### config.mk
export PLATFORM = sky130hd
export DESIGN_NAME = csa_modq_resolve_flat
export DESIGN_NICKNAME = d
export VERILOG_FILES = /design/src/rtl/csa_modq_resolve_if.sv /design/src/rtl/csa_modq_resolve.sv /design/src/flat_wrapper.sv
export SDC_FILE = /design/constraint.sdc
export NUM_CORES = 1
export LEC_CHECK = 0
export BUFFER_PORTS_ARGS = -buffer_cell sky130_fd_sc_hd__buf_2
export CELL_PAD_IN_SITES_DETAIL_PLACEMENT = 0
export CELL_PAD_IN_SITES_GLOBAL_PLACEMENT = 1
export CORE_MARGIN = 2
export CORE_UTILIZATION = 25
export CTS_CLUSTER_SIZE = 30
export DETAILED_ROUTE_END_ITERATION = 16
export GPL_ROUTABILITY_DRIVEN = 0
export PLACE_DENSITY = 0.51
export SLEW_MARGIN = 10
export SYNTH_ARGS = -nofsm -noshare
export SYNTH_HDL_FRONTEND = slang
export SYNTH_SLANG_ARGS = --single-unit
export TNS_END_PERCENT = 20
### constraint.sdc
create_clock -name clk -period 4.45 [get_ports clk]
set_input_delay 0.89 -clock clk [delete_from_list [all_inputs] [get_ports clk]]
set_output_delay 0.89 -clock clk [all_outputs]
set_load 0.01 [all_outputs]
### src/rtl/csa_modq_resolve_if.sv
// Handshake and data bundle for csa_modq_resolve.
// The master side drives the rows and o_ready. The slave side (the resolver) drives the results.
// Optional raw_o bus is present only when CSA_RESOLVE_RAW_OUT_EN is defined.
interface csa_modq_resolve_if #(
  parameter int W  = 15,
  parameter int QW = 12
);
  logic [W-1:0]  s_i;
  logic [W-1:0]  c_i;
  logic          i_valid;
  logic          i_ready;
  logic [QW-1:0] r_o;
  logic          o_valid;
  logic          o_ready;
  logic [15:0]   o_count;
`ifdef CSA_RESOLVE_RAW_OUT_EN
  logic [W:0]    raw_o;
`endif

  modport master (
    output s_i, c_i, i_valid, o_ready,
`ifdef CSA_RESOLVE_RAW_OUT_EN
    input  raw_o,
`endif
    input  i_ready, r_o, o_valid, o_count
  );

  modport slave (
    input  s_i, c_i, i_valid, o_ready,
`ifdef CSA_RESOLVE_RAW_OUT_EN
    output raw_o,
`endif
    output i_ready, r_o, o_valid, o_count
  );
endinterface

### src/rtl/csa_modq_resolve.sv
// csa_modq_resolve: resolves one carry-save row pair and reduces the sum mod Q.
// The block is a 3-stage valid/ready pipeline with bubble collapsing.
//   S1: x1 = s + c (W+1 bits)
//   S2: fold the bits above QW using 2^QW mod Q, giving x2 = hi*FOLD + lo
//   S3: subtract k*Q, where k is picked by parallel compares against 1Q..K_MAX*Q
// Optional feature macro: CSA_RESOLVE_RAW_OUT_EN. It adds raw_o, the unreduced sum carried alongside r_o.
module csa_modq_resolve #(
  parameter int W  = 15,
  parameter int Q  = 3329,
  parameter int QW = 12
) (
  input  logic             clk,
  input  logic             reset,
  csa_modq_resolve_if.slave bus
);

  // Fold constant and worst-case sizes, all derived from W/Q/QW.
  localparam int FOLD   = (1 << QW) % Q;
  localparam int X1_MAX = (1 << (W + 1)) - 2;
  localparam int HI_MAX = X1_MAX >> QW;
  localparam int X2_MAX = HI_MAX * FOLD + (1 << QW) - 1;
  localparam int K_MAX  = X2_MAX / Q;
  localparam int X2W    = $clog2(X2_MAX + 1);
  localparam int HW     = W + 1 - QW;
  localparam logic [X2W-1:0] FOLD_X = X2W'(FOLD);

  // Stage valids and data registers.
  logic            v1_q, v1_d, v2_q, v2_d, v3_q, v3_d;
  logic [W:0]      x1_q, x1_d;
  logic [X2W-1:0]  x2_q, x2_d;
  logic [QW-1:0]   r_q, r_d;
  logic [15:0]     cnt_q, cnt_d;
`ifdef CSA_RESOLVE_RAW_OUT_EN
  logic [W:0]      raw2_q, raw2_d, raw3_q, raw3_d;
`endif

  // Per-stage load enables and transfer strobes.
  logic            en1_s, en2_s, en3_s;
  logic            in_xfer_s, out_xfer_s;
  logic [W:0]      x1_sum_s;
  logic [HW-1:0]   hi_s;
  logic [QW-1:0]   lo_s;
  logic [X2W-1:0]  x2_sum_s;
  logic [X2W-1:0]  r_fold_s;

  // Each stage may load when empty, or when its content moves on this cycle.
  // i_ready therefore depends on o_ready but never on i_valid.
  assign en3_s      = !v3_q | bus.o_ready;
  assign en2_s      = !v2_q | en3_s;
  assign en1_s      = !v1_q | en2_s;
  assign in_xfer_s  = bus.i_valid & en1_s;
  assign out_xfer_s = v3_q & bus.o_ready;

  // S1 datapath: carry-propagate add of the aligned rows.
  assign x1_sum_s = {1'b0, bus.s_i} + {1'b0, bus.c_i};

  // S2 datapath: 2^QW == FOLD (mod Q), so the high part is folded down.
  assign hi_s     = x1_q[W:QW];
  assign lo_s     = x1_q[QW-1:0];
  assign x2_sum_s = X2W'(hi_s) * FOLD_X + X2W'(lo_s);

  // S3 datapath: the compares are thermometer-coded, so the highest j with x2 >= j*Q wins.
  always_comb begin
    r_fold_s = x2_q;
    for (int j = 1; j <= K_MAX; j++) begin
      r_fold_s = (x2_q >= X2W'(j * Q)) ? (x2_q - X2W'(j * Q)) : r_fold_s;
    end
  end

  // Next-state logic: valids follow the enables, and data loads only on a real transfer.
  always_comb begin
    v1_d  = en1_s ? bus.i_valid : v1_q;
    v2_d  = en2_s ? v1_q : v2_q;
    v3_d  = en3_s ? v2_q : v3_q;
    x1_d  = in_xfer_s ? x1_sum_s : x1_q;
    x2_d  = (en2_s & v1_q) ? x2_sum_s : x2_q;
    r_d   = (en3_s & v2_q) ? r_fold_s[QW-1:0] : r_q;
    cnt_d = out_xfer_s ? (cnt_q + 16'd1) : cnt_q;
`ifdef CSA_RESOLVE_RAW_OUT_EN
    raw2_d = (en2_s & v1_q) ? x1_q : raw2_q;
    raw3_d = (en3_s & v2_q) ? raw2_q : raw3_q;
`endif
  end

  // Pipeline state registers. An asynchronous reset discards in-flight items.
  always_ff @(posedge clk or posedge reset) begin
    if (reset) begin
      v1_q   <= 1'b0;
      v2_q   <= 1'b0;
      v3_q   <= 1'b0;
      x1_q   <= '0;
      x2_q   <= '0;
      r_q    <= '0;
      cnt_q  <= 16'd0;
`ifdef CSA_RESOLVE_RAW_OUT_EN
      raw2_q <= '0;
      raw3_q <= '0;
`endif
    end else begin
      v1_q   <= v1_d;
      v2_q   <= v2_d;
      v3_q   <= v3_d;
      x1_q   <= x1_d;
      x2_q   <= x2_d;
      r_q    <= r_d;
      cnt_q  <= cnt_d;
`ifdef CSA_RESOLVE_RAW_OUT_EN
      raw2_q <= raw2_d;
      raw3_q <= raw3_d;
`endif
    end
  end

  assign bus.i_ready = en1_s;
  assign bus.o_valid = v3_q;
  assign bus.r_o     = r_q;
  assign bus.o_count = cnt_q;
`ifdef CSA_RESOLVE_RAW_OUT_EN
  assign bus.raw_o   = raw3_q;
`endif

endmodule
### src/flat_wrapper.sv
// flat-port wrapper written by rule: the top's interface ports become plain ports
module csa_modq_resolve_flat 
#(
  parameter int W  = 15,
  parameter int Q  = 3329,
  parameter int QW = 12
)
  (clk, reset, bus_s_i, bus_c_i, bus_i_valid, bus_o_ready, bus_i_ready, bus_r_o, bus_o_valid, bus_o_count);
  csa_modq_resolve_if #(.W(W), .QW(QW)) bus_i ();
  input  logic clk;
  input  logic reset;
  input wire logic [$bits(bus_i.s_i)-1:0] bus_s_i;
  input wire logic [$bits(bus_i.c_i)-1:0] bus_c_i;
  input wire logic [$bits(bus_i.i_valid)-1:0] bus_i_valid;
  input wire logic [$bits(bus_i.o_ready)-1:0] bus_o_ready;
  output wire logic [$bits(bus_i.i_ready)-1:0] bus_i_ready;
  output wire logic [$bits(bus_i.r_o)-1:0] bus_r_o;
  output wire logic [$bits(bus_i.o_valid)-1:0] bus_o_valid;
  output wire logic [$bits(bus_i.o_count)-1:0] bus_o_count;
  assign bus_i.s_i = bus_s_i;
  assign bus_i.c_i = bus_c_i;
  assign bus_i.i_valid = bus_i_valid;
  assign bus_i.o_ready = bus_o_ready;
  assign bus_i_ready = bus_i.i_ready;
  assign bus_r_o = bus_i.r_o;
  assign bus_o_valid = bus_i.o_valid;
  assign bus_o_count = bus_i.o_count;
  csa_modq_resolve #(.W(W), .Q(Q), .QW(QW)) u_core (.clk(clk), .reset(reset), .bus(bus_i));
endmodule
==> flow_summary.ini, run 1 <==
[synth]
post_synth_xor_area_fraction_pct = 7.59
register_bit_total_from_synthesis = 61
synthesis.area_um2 = 4960
synth-edff-count = 0
postSynth.asyncResetShare_pct = 100
post_synth_mux_area_share_pct = 1.34
synth-simple-area-share_pct = 17.7
synth_ff_type = dfrtp_1
synth_top_family_by_area = compound AO/OA/AOI/OAI gates
synthesis.instances = 564
syn_nets = 663
synthAdderAreaFrac_pct = 18.4
synth.yosys.seq_area_share_pct = 30.8
post_synthesis_compound_gate_area_fraction_pct = 19.1
count_of_yosys_warnings_during_synthesis = 0
postSynthAreaPerCell_um2 = 8.80
synth.lib_cells_used.distinct = 62

[clocking]
cts.sink_count = 61
max-clock-path-buffers = 2
numCtsBuffers = 9
worst_skew_pair.late_latency_ns = 0.34
cts-hold-fix-buffers = 0
cts.reportedPaths.clkPinSlew_ns = 0.06
tritoncts_clock_tree = built
ctsRootBufferMaster = clkbuf_16
htreeDepth = 3

[timing]
grt_setup_unrepaired = no
layout_skew_ns = 0.00598
slew_headroom_pct = 46.2
achievable_clock_frequency_mhz = 242
setup_viol_count_final = 0
timing.final.hold_violations = 0
worst_pin_slew_ns = 0.787
totalNegativeSetupSlack_ns = 0
fin_hold_ws_ns = 0.467
finalCriticalPeriod_ns = 4.14
report.final.slew_viol_count = 0
fin_crit_sh_pct = 93.0

[grt]
grt.busiest_layer = met2
number_of_global_route_vias_before_repair = 4205
global_route_wire_length_before_repair_um = 21000
grt.met3_usage_pct = 2.64
gr-usage-met1_pct = 15.3
gr-usage-all-layers_pct = 12.2
grt_antenna_before_repair = 0
grt_max_degree = 33
met2_usage_pct = 20.3
overflow = 0

[critical_path]
cp_max_fo = 5
rr_startpoint = u_core.x1_q[13]$_DFFE_PP0P_
worst-setup-path-type = reg2reg
timing.critical_path.slowest_cell_delay_ns = 0.65
ff2ff_setup_slack_ns = 0.31
crit_slowest_cell = fa_2
worst_r2r_path_depth = 13
crit-reg2reg-capture = u_core.x2_q[11]$_DFFE_PP0P_
crit_required_ns = 4.64
cp_cell_sequence = fa_2 -> inv_1 -> fa_1 -> fa_1 -> inv_1 -> ha_1 -> a21oi_1 -> o21ai_1 -> a2111oi_2 -> nor3_1 -> a221oi_1 -> xor2_1 -> o21ai_0
setup.worst_path.start_class = flop
cp.arrival_ns = 4.33
crit_end = u_core.x2_q[11]$_DFFE_PP0P_
cp-startpoint = u_core.x1_q[13]$_DFFE_PP0P_
worstSetupEndpointType = flop

[placed_design]
dp.cells = 877
placement.cell_area_um2 = 5550
io_buffer_count = 63
dp.final_hpwl_um = 9920

[die]
dieArea_um2 = 21000
num_io_pins = 64
rows = 51
floorplan.initialDensity_pct = 25.5
design.core.area_um2 = 19500
die_x_um = 145
die_span_y_um = 145

[routing]
avgViaCountPerCell = 4.71
antenna_violating_nets_left = 0
route.final.wire_length_um = 12400
routed-via-count = 4210
drcViolationCount = 0
post_drt_wl_per_cell_um = 13.9
drt_first_pass_iters = 4
initialDrtViolationCount = 154

[power]
internal-power_mw = 2.43
static-leakage-power_nw = 2.69
ir_worst_vdd_mv = 0.361
total_power_mw = 4.62
share_clk_of_total_power_pct = 15.3
power.switching_mw = 2.19
seq_power_share_pct = 22.4
sw_share_pct = 47.5
power_frac_comb_pct = 62.2
power-per-cell-area_nw_per_um2 = 788

[cells_and_area]
layout_common_cells = buf_2 (63), dfrtp_1 (61), nand2_1 (59)
final_design_area_no_fill_um2 = 5860
post_route_cells_drive_above_1_share_pct = 16.2
mostFrequentLayoutCell = buf_2
fillerInstances = 2080
syn2layout_area_growth_pct = 18.0
fin_cells = 893
n_antenna_cell = 0
final_nets = 722

[run]
cap_violations = 0

[run_status]
status = completed

[hold_path]
min-delay-path-class = reg2reg
synth_stat cells (14+ instances only):
| library cell | number | share of area (%) |
|---|---|---|
| ha_1 | 52 | 13 |
| inv_1 | 44 | 3.3 |
| nand2_1 | 59 | 4.5 |
| dfrtp_1 | 61 | 31 |
| clkbuf_1 | 14 | 1.1 |
| nor2_1 | 38 | 2.9 |
| xor2_1 | 22 | 3.9 |
| o21ai_0 | 51 | 5.1 |
| xnor2_1 | 21 | 3.7 |
| nand3_1 | 25 | 2.5 |
| a21oi_1 | 21 | 2.1 |
cells by family after synthesis:
| logic type | after synthesis |
|---|---|
| compound gates | 148 |
| flops | 61 |
| buf+inv | 63 |
| xor+xnor | 43 |
| fa+ha+maj | 65 |
| mux | 6 |
| simple gates | 178 |
routing by layer:
| metal | vias to the layer above | wire length (µm) |
|---|---|---|
| li1 | 2127 | - |
| met1 | 1958 | 5810 |
| met2 | 101 | 5790 |
| met3 | 24 | 469 |
| met4 | 0 | 296 |
| met5 | - | 0 |
stage by stage:
stage                     worst slack (ns)  utilization [%]
after global routing               0.00443             30.1
final                                0.312             30.1
after detailed placement             0.167             28.5
after global placement               0.237             28.5
after CTS                            0.146             30.1
after floorplan                      0.548                -
cell type report:
type | count | area [µm²] | area share (%)
clock inverter | 7 | 75.1 | 1.28
inverter | 44 | 165 | 2.82
tap | 265 | 332 | 5.66
sequential | 61 | 1530 | 26.1
timing repair buffer | 67 | 345 | 5.89
multi-input combinational | 440 | 3190 | 54.4
clock buffer | 9 | 225 | 3.84
registers in the layout, summed over array words and instances, names as in the netlist:
name	flops
u_core.bus.r_o	12
u_core.bus.o_count	16
u_core.bus.o_valid	1
u_core.x1_q	16
u_core.x2_q	14
u_core.v1_q	1
u_core.v2_q	1
worst min-delay path by stage:
| stage | from | endpoint | slack (ns) | cells after the start |
|---|---|---|---|---|
| 3_5_place_dp | u_core.bus.o_count[15]$_DFFE_PP0P_ | u_core.bus.o_count[15]$_DFFE_PP0P_ | 0.46 | 1 |
| 3_3_place_gp | u_core.bus.o_count[15]$_DFFE_PP0P_ | u_core.bus.o_count[15]$_DFFE_PP0P_ | 0.46 | 1 |
| 5_1_grt | u_core.bus.o_count[15]$_DFFE_PP0P_ | u_core.bus.o_count[15]$_DFFE_PP0P_ | 0.48 | 1 |
| 4_1_cts | u_core.bus.o_count[15]$_DFFE_PP0P_ | u_core.bus.o_count[15]$_DFFE_PP0P_ | 0.47 | 1 |
| 2_1_floorplan | u_core.x1_q[11]$_DFFE_PP0P_ | u_core.x1_q[11]$_DFFE_PP0P_ | 0.45 | 2 |
| 6_report | u_core.bus.o_count[15]$_DFFE_PP0P_ | u_core.bus.o_count[15]$_DFFE_PP0P_ | 0.47 | 1 |
critical path: cells and delay by family, from the launching register on:
kind                     cells  cell delay, ns
adder cells (fa/ha/maj)      4            1.96
AO/OA/AOI/OAI                5            1.12
flip-flops                   1            0.46
XOR/XNOR                     1            0.18
AND/OR/NAND/NOR              1            0.15
buffers and inverters        2            0.11
power by group through the flow:
stage	Sequential [mW]	Clock, mW	Combinational [mW]
global route	1.08	0.757	3.28
floorplan	0.924	0	2.23
finish	1.04	0.707	2.88
CTS	1.04	0.738	2.88
detailed placement	1.05	0	2.86
global placement	1.04	0	2.84
repair_timing:
item                                    4_1_cts  5_1_grt
buffers inserted                              0        0
endpoints found under the setup margin        0        2
resized for setup                             0        4
Power figures use the tool's default switching activity.
==> inputs of run 2 (changes only) <==
Settings changed: MAX_ROUTING_LAYER set to met4.
==> run 2 against run 1 <==
  * Global-route usage grew 0.38 points
  * Non-clock buffer count unchanged
  * Largest power group unchanged
  * Largest cell class unchanged
  * Hold slack about the same
  * Utilization is the same
  * Critical path depth did not move
  * Highest routed layer unchanged
  * Sequential power is essentially flat
  * Maximum frequency hardly changed
==> flow_summary.ini, run 2 (same netlist as run 1, synthesis figures left out) <==
[clocking]
htreeDepth = 3
cts-hold-fix-buffers = 0
tritoncts_clock_tree = built
cts_setup_buffers = 0
cts.sink_count = 61
numCtsBuffers = 9
max-clock-path-buffers = 2
cts.reportedPaths.clkPinSlew_ns = 0.06
ctsRootBufferMaster = clkbuf_16
worst_skew_pair.late_latency_ns = 0.34

[power]
power.switching_mw = 2.20
power-per-cell-area_nw_per_um2 = 789
ir_worst_vdd_mv = 0.362
static-leakage-power_nw = 2.69
internal-power_mw = 2.43
share_clk_of_total_power_pct = 15.3
seq_power_share_pct = 22.4
sw_share_pct = 47.5
power_frac_comb_pct = 62.2

[critical_path]
setup.worst_path.start_class = flop
worst-setup-path-type = reg2reg
cp-startpoint = u_core.x1_q[13]$_DFFE_PP0P_
crit_required_ns = 4.64
worstSetupEndpointType = flop
worst_r2r_path_depth = 13
crit-reg2reg-capture = u_core.x2_q[11]$_DFFE_PP0P_
cp.arrival_ns = 4.33
crit_end = u_core.x2_q[11]$_DFFE_PP0P_
cp_max_fo = 5
ff2ff_setup_slack_ns = 0.31
rr_startpoint = u_core.x1_q[13]$_DFFE_PP0P_

[timing]
report.final.slew_viol_count = 0
worst_pin_slew_ns = 0.787
timing.final.hold_violations = 0
grt_setup_unrepaired = no
fin_crit_sh_pct = 93.0
slew_headroom_pct = 46.2
layout_skew_ns = 0.00665
setup_viol_count_final = 0
finalCriticalPeriod_ns = 4.14
timing.final.ws_setup_ns = 0.311
achievable_clock_frequency_mhz = 242
totalNegativeSetupSlack_ns = 0

[cells_and_area]
layout_common_cells = buf_2 (63), dfrtp_1 (61), nand2_1 (59)
n_antenna_cell = 0
mostFrequentLayoutCell = buf_2
fillerInstances = 2080
syn2layout_area_growth_pct = 18.0
final_nets = 722
post_route_cells_drive_above_1_share_pct = 16.2

[placed_design]
io_buffer_count = 63
dp_slack_ns = 0.167
dp.final_hpwl_um = 9920

[die]
die_x_um = 145
design.core.area_um2 = 19500
floorplan.initialDensity_pct = 25.5
dieArea_um2 = 21000
num_io_pins = 64
die_span_y_um = 145
rows = 51

[run]
cap_violations = 0

[routing]
initialDrtViolationCount = 163
avgViaCountPerCell = 4.71
post_drt_wl_per_cell_um = 13.9
routed-via-count = 4207
antenna_violating_nets_left = 0
drt_first_pass_iters = 4
route.final.wire_length_um = 12400
drcViolationCount = 0

[grt]
global_route_wire_length_before_repair_um = 21000
overflow = 0
gr-usage-all-layers_pct = 12.6
grt_antenna_before_repair = 0
number_of_global_route_vias_before_repair = 4197
grt_max_degree = 33

[run_status]
status = completed

[hold_path]
min-delay-path-class = reg2reg
[run 2: metrics by stage]
step / hold slack [ns] / utilization [%] / cell area, µm² / power (mW) / instances
2_1_floorplan: 0.450 / - / 4960 / 3.15 / 564
6_report: 0.466 / 30.1 / 5860 / 4.62 / 893
5_1_grt: 0.480 / 30.1 / 5860 / 5.12 / 893
3_3_place_gp: 0.456 / 28.5 / 5550 / 3.88 / 877
4_1_cts: 0.474 / 30.1 / 5850 / 4.65 / 893
3_5_place_dp: 0.464 / 28.5 / 5550 / 3.90 / 877
[run 2: area by class of cell]
class / instances / area (µm²) / area share (%)
sequential: 61 / 1530 / 26.1
clock inverter: 7 / 75.1 / 1.28
clock buffer: 9 / 225 / 3.84
tap: 265 / 332 / 5.66
multi-input combinational: 440 / 3190 / 54.4
timing repair buffer: 67 / 345 / 5.89
inverter: 44 / 165 / 2.82
[run 2: critical path: stages, from the launching register on]
cell,delay (ns)
dfrtp_1,0.46
fa_2,0.65
inv_1,0.07
fa_1,0.48
fa_1,0.51
inv_1,0.04
ha_1,0.32
a21oi_1,0.16
o21ai_1,0.15
a2111oi_2,0.39
nor3_1,0.15
a221oi_1,0.34
xor2_1,0.18
o21ai_0,0.08
[run 2: power groups by stage]
stage | registers (mW) | clock network [mW] | logic [mW]
6_report | 1.04 | 0.708 | 2.88
3_3_place_gp | 1.04 | 0 | 2.84
3_5_place_dp | 1.05 | 0 | 2.86
4_1_cts | 1.04 | 0.738 | 2.88
5_1_grt | 1.08 | 0.759 | 3.28
2_1_floorplan | 0.924 | 0 | 2.23
[run 2: worst min path at each step]
stage                                        from                                 end  slack, ns  depth (start not counted)
6_report       u_core.bus.o_count[15]$_DFFE_PP0P_  u_core.bus.o_count[15]$_DFFE_PP0P_       0.47                          1
5_1_grt        u_core.bus.o_count[15]$_DFFE_PP0P_  u_core.bus.o_count[15]$_DFFE_PP0P_       0.48                          1
4_1_cts        u_core.bus.o_count[15]$_DFFE_PP0P_  u_core.bus.o_count[15]$_DFFE_PP0P_       0.47                          1
3_5_place_dp   u_core.bus.o_count[15]$_DFFE_PP0P_  u_core.bus.o_count[15]$_DFFE_PP0P_       0.46                          1
3_3_place_gp   u_core.bus.o_count[15]$_DFFE_PP0P_  u_core.bus.o_count[15]$_DFFE_PP0P_       0.46                          1
2_1_floorplan         u_core.x1_q[11]$_DFFE_PP0P_         u_core.x1_q[11]$_DFFE_PP0P_       0.45                          2
[run 2: repair_timing]
action | 4_1_cts | 5_1_grt
endpoints found under the hold margin | 0 | 0
setup endpoints to repair | 0 | 2
resized for setup | 0 | 4
[run 2: metal layers]
metal,track usage [%],routed length [µm]
met1,15.4,5830
met2,20.2,5810
met3,2.70,464
met4,4.90,278
met5,-,0
